--- src/rtl/collision_pkg.sv ---
// Shared definitions for the collision/win detection layer: controller states
// and player edge-code bit positions.
package collision_pkg;

  localparam int EDGE_W      = 4;
  localparam int EDGE_LEFT   = 3;
  localparam int EDGE_TOP    = 2;
  localparam int EDGE_RIGHT  = 1;
  localparam int EDGE_BOTTOM = 0;

  typedef enum logic [1:0] {
    WAIT_SOF = 2'd0,
    ACCUM    = 2'd1,
    REPORT   = 2'd2
  } state_t;

endpackage

--- src/rtl/win_collision_detector.sv ---
// Accumulates player/wall and player/win pixel overlaps over a VGA frame and
// reports them once per frame, plus a sticky win flag after consecutive win frames.
module win_collision_detector
  import collision_pkg::*;
#(
  parameter int WIN_FRAMES = 2
) (
  input  logic              clk,
  input  logic              resetN,
  input  logic              startOfFrame,
  input  logic              playerDrawingRequest,
  input  logic [EDGE_W-1:0] playerHitEdgeCode,
  input  logic              winDrawingRequest,
  input  logic              wallDrawingRequest,
  input  logic              clearWin,
  output logic              collisionWall,
  output logic              collisionWin,
  output logic [EDGE_W-1:0] wallEdgeCode,
  output logic              gameWon
);

  localparam logic [3:0] WIN_TARGET = 4'(WIN_FRAMES);

  state_t            state;
  logic              wall_hit;
  logic              win_hit;
  logic [EDGE_W-1:0] edge_acc;
  logic [3:0]        win_cnt;

  logic              wall_now;
  logic              win_now;
  logic [EDGE_W-1:0] edge_now;
  logic              snap_wall;
  logic              snap_win;
  logic [EDGE_W-1:0] snap_edge;
  logic              snapshot;
  logic [3:0]        win_cnt_next;

  // The frame-ending cycle's own overlap belongs to the frame it closes.
  assign wall_now  = playerDrawingRequest & wallDrawingRequest;
  assign win_now   = playerDrawingRequest & winDrawingRequest;
  assign edge_now  = wall_now ? playerHitEdgeCode : '0;
  assign snap_wall = wall_hit | wall_now;
  assign snap_win  = win_hit | win_now;
  assign snap_edge = edge_acc | edge_now;
  assign snapshot  = (state == ACCUM) && startOfFrame;

  always_comb begin
    win_cnt_next = 4'd0;
    if (snap_win) begin
      win_cnt_next = (win_cnt >= WIN_TARGET) ? WIN_TARGET : win_cnt + 4'd1;
    end
  end

  always_ff @(posedge clk or negedge resetN) begin
    if (!resetN) begin
      state         <= WAIT_SOF;
      wall_hit      <= 1'b0;
      win_hit       <= 1'b0;
      edge_acc      <= '0;
      collisionWall <= 1'b0;
      collisionWin  <= 1'b0;
      wallEdgeCode  <= '0;
      win_cnt       <= 4'd0;
      gameWon       <= 1'b0;
    end else begin
      collisionWall <= 1'b0;
      collisionWin  <= 1'b0;

      case (state)
        WAIT_SOF: begin
          if (startOfFrame) begin
            state <= ACCUM;
          end
        end
        ACCUM: begin
          if (startOfFrame) begin
            collisionWall <= snap_wall;
            collisionWin  <= snap_win;
            if (snap_wall) begin
              wallEdgeCode <= snap_edge;
            end
            wall_hit <= 1'b0;
            win_hit  <= 1'b0;
            edge_acc <= '0;
            state    <= REPORT;
          end else begin
            wall_hit <= snap_wall;
            win_hit  <= snap_win;
            edge_acc <= snap_edge;
          end
        end
        REPORT: begin
          // A start-of-frame here cannot occur and is deliberately ignored.
          wall_hit <= snap_wall;
          win_hit  <= snap_win;
          edge_acc <= snap_edge;
          state    <= ACCUM;
        end
        default: begin
          state <= WAIT_SOF;
        end
      endcase

      if (clearWin) begin
        win_cnt <= 4'd0;
        gameWon <= 1'b0;
      end else if (snapshot) begin
        win_cnt <= win_cnt_next;
        if (win_cnt_next == WIN_TARGET) begin
          gameWon <= 1'b1;
        end
      end
    end
  end

endmodule

--- config.mk ---
export PLATFORM = sky130hd
export DESIGN_NAME = win_collision_detector
export DESIGN_NICKNAME = d
export VERILOG_FILES = /design/src/rtl/collision_pkg.sv /design/src/rtl/win_collision_detector.sv
export SDC_FILE = /design/constraint.sdc
export NUM_CORES = 1
export LEC_CHECK = 0
export ABC_AREA = 1
export CORE_UTILIZATION = 40
export DETAILED_ROUTE_END_ITERATION = 8
export GPL_TIMING_DRIVEN = 0
export HOLD_SLACK_MARGIN = 0.15
export PLACE_DENSITY_LB_ADDON = 0.25
export SLEW_MARGIN = 20
export SYNTH_ARGS = -nofsm -noshare
export SYNTH_HDL_FRONTEND = slang
export SYNTH_SLANG_ARGS = --single-unit
--- constraint.sdc ---
create_clock -name clk -period 1.3 [get_ports clk]
set_input_delay 0.13 -clock clk [delete_from_list [all_inputs] [get_ports clk]]
set_output_delay 0.13 -clock clk [all_outputs]
set_load 0.02 [all_outputs]
==> flow_summary.yaml <==
outcome:
  run_status: "finished, final reports clean"
setup_path:
  critPathSlowestCell: "dfrtp_1"
  cp-start-kind: "register"
  cp.arrival_ns: 1.47
  cp-end-kind: "register"
  slowest_delay_ns: 0.44
  crit_family: "flip-flops"
  crit_type: "reg -> reg"
  path_max_fanout: 6
  crit_buf_inv: 2
  required_ns: 1.53
  worstPathCellList: "inv_2 > ha_4 > o21ai_4 > buf_4 > a21oi_1"
clocking:
  clock-sinks: 19
  htreeDepth: 1
  path_clk_slew_ns: 0.12
  hold_buffers: 0
  cts_buffer_depth: 2
  cts_tree: "built"
  cts-root-buf: "clkbuf_4"
  clock_latency_ns: 0.31
  cts_buffers: 3
synth:
  syn_inst: 110
  yosys_warnings: 0
  syn_avg_cell_area_um2: 8.531
  synth_seq_area_share_pct: 50.67
  syn_area_um2: 938.4
  ys_seq_elements: 19
  synth_cell_types: 19
  syn_nets: 126
timing:
  min_period_over_period_pct: 94.87
  setup_slack_ns: 0.06673
  max_freq_mhz: 810.9
  finalMaxSlewViolations: 0
  hold_viol: 0
  setup_viol: 0
  rsz0062_at_grt: "yes"
  clock-skew-final_ns: 0.01387
  layout_min_cycle_time_ns: 1.233
  tightest_slew_ns: 0.8684
  hold_slack_ns: 0.2992
  max_slew_margin_pct: 41.93
detailed_routing:
  routed_wl_um: 1769
  via_count: 759
  first_pass_iters: 4
  drc: 0
  via_per_inst: 4.656
  final_antenna_net_count: 0
  drtIter0Drc: 7
  routedWlPerCell_um: 10.85
power:
  p_sw_share_pct: 39.28
  power_leakage_nw: 0.6797
  ir_drop_v: 0.001046
  p_clk_share_pct: 15.6
  powerDensity_mw_per_mm2: 1657
  pwr-share-comb_pct: 45.0
  p_switching_mw: 0.7980
  internal-power_mw: 1.234
  pwr-share-seq_pct: 39.4
placed_design:
  gp_congestion: 0.7522
  placed_area_mm2: 0.001144
  dp.final_hpwl_um: 1246
  pre_cts_slack_ns: 0.01493
  io_buffers: 17
floorplan:
  die_area_mm2: 0.002544
  ioPinCount: 18
  die_w_um: 50.44
  initial_core_util_pct: 42.42
  dieHeight_um: 50.44
  rows: 17
  design.core.area_mm2: 0.002212
cells_and_area:
  layout_commonest_cell: "nand2_1"
  diodes: 0
  nFillCells: 208
  drive_above_1_share_pct: 21.48
  final_area_mm2: 0.001226
  nets: 152
  layout_common_cells: "nand2_1 (36), dfrtp_1 (19), inv_1 (15)"
  area_growth_pct: 30.67
flow_run:
  drv_cap: 0
global_route:
  grt_usage_pct: 15.88
  grt_pass1_vias: 724
  antenna_found_initial: 0
  grt_max_degree: 20
  grt_pass1_wl_um: 2994
  grt_overflow_total: 0
min_path:
  hold_class: "in -> async"
Yosys cell counts:
| master | count | share of area (%) |
|---|---|---|
| nand2_1 | 37 | 15 |
| dfrtp_1 | 19 | 51 |
| inv_1 | 18 | 7.2 |
| nor2_1 | 6 | 2.4 |
| ha_1 | 5 | 6.7 |
| o21ai_0 | 5 | 2.7 |
| a21oi_1 | 3 | 1.6 |
| nor2_2 | 3 | 2.0 |
| nand2_2 | 2 | 1.3 |
| o21ai_2 | 2 | 1.9 |
| o21ai_4 | 2 | 3.5 |
| a21oi_2 | 1 | 0.93 |
| clkinv_2 | 1 | 0.53 |
| inv_2 | 1 | 0.40 |
| inv_4 | 1 | 0.67 |
| nand2_4 | 1 | 1.2 |
| nand3_1 | 1 | 0.53 |
| nor3_1 | 1 | 0.53 |
| o21ai_1 | 1 | 0.53 |
stage by stage:
step	cells	power, mW	TNS (ns)	util (%)
CTS	160	1.855	0	53.00
global route	163	2.185	-0.02717	55.43
global placement	155	1.540	0	51.70
finish	163	2.032	0	55.43
detailed placement	155	1.561	0	51.70
floorplan	110	1.314	0	-
per-layer routing:
metal	share of wire (%)	GRT usage (%)	vias up	wire length [um]
met3	4.5	5.455	2	80
met1	45	17.75	360	798
met2	50	28.44	16	877
li1	-	-	381	-
met4	0.73	4.167	0	13
met5	0	0	-	0
kinds of logic (layout without fill, tap and decap cells):
| kind of cell | after synthesis | in the layout | synth area share [%] |
|---|---|---|---|
| flip-flops | 19 | 19 | 50.67 |
| AND/OR/NAND/NOR | 51 | 51 | 22.80 |
| AO/OA/AOI/OAI | 14 | 14 | 11.07 |
| buffers and inverters | 21 | 46 | 8.799 |
| adder cells (fa/ha/maj) | 5 | 5 | 6.667 |
state kept, by name (all words and copies together) (netlist names):
| name | flops |
|---|---|
| state | 2 |
| win_hit | 1 |
| wallEdgeCode | 4 |
| collisionWin | 1 |
| win_cnt | 4 |
| edge_acc | 4 |
| wall_hit | 1 |
| gameWon | 1 |
| collisionWall | 1 |
worst paths after layout:
check | end | slack, ns | start | cells past startpoint
worst max register to register | win_hit | 0.07 | state[0] | 5
min in group clk | edge_acc[2] | 0.46 | playerHitEdgeCode[2] | 5
max in group asynchronous | win_cnt[1] | 0.46 | resetN | 1
worst min register to register | gameWon | 0.49 | gameWon | 2
worst max-delay path | win_hit | 0.07 | state[0] | 5
worst min-delay path | wall_hit | 0.30 | resetN | 1
timing repair:
action                     in CTS  in global routing
pin swaps                       0                  4
resized for setup               7                 14
setup endpoints to repair       8                 14
cloned                          0                  0
buffers inserted                1                  3
power groups by stage:
stage	registers, mW	logic [mW]	clock network, mW
detailed placement	0.799	0.762	0
global placement	0.795	0.744	0
CTS	0.785	0.743	0.327
finish	0.801	0.914	0.317
global route	0.817	1.01	0.353
floorplan	0.845	0.469	0
cell type report:
| cell class | count | area [um^2] | share of cell area [%] |
|---|---|---|---|
| multi-input combinational | 70 | 410.4 | 33.47 |
| tap | 28 | 35.03 | 2.857 |
| sequential | 19 | 475.5 | 38.78 |
| clock inverter | 1 | 7.507 | 0.6122 |
| clock buffer | 3 | 22.52 | 1.837 |
| inverter | 21 | 83.83 | 6.837 |
| timing repair buffer | 21 | 191.4 | 15.61 |
worst reg2reg max path, cell delays in order (launching register included):
cell     delay, ns
dfrtp_1       0.44
inv_2         0.09
ha_4          0.31
o21ai_4       0.08
buf_4         0.14
a21oi_1       0.11
No activity file was read; power rests on OpenSTA's default activity.
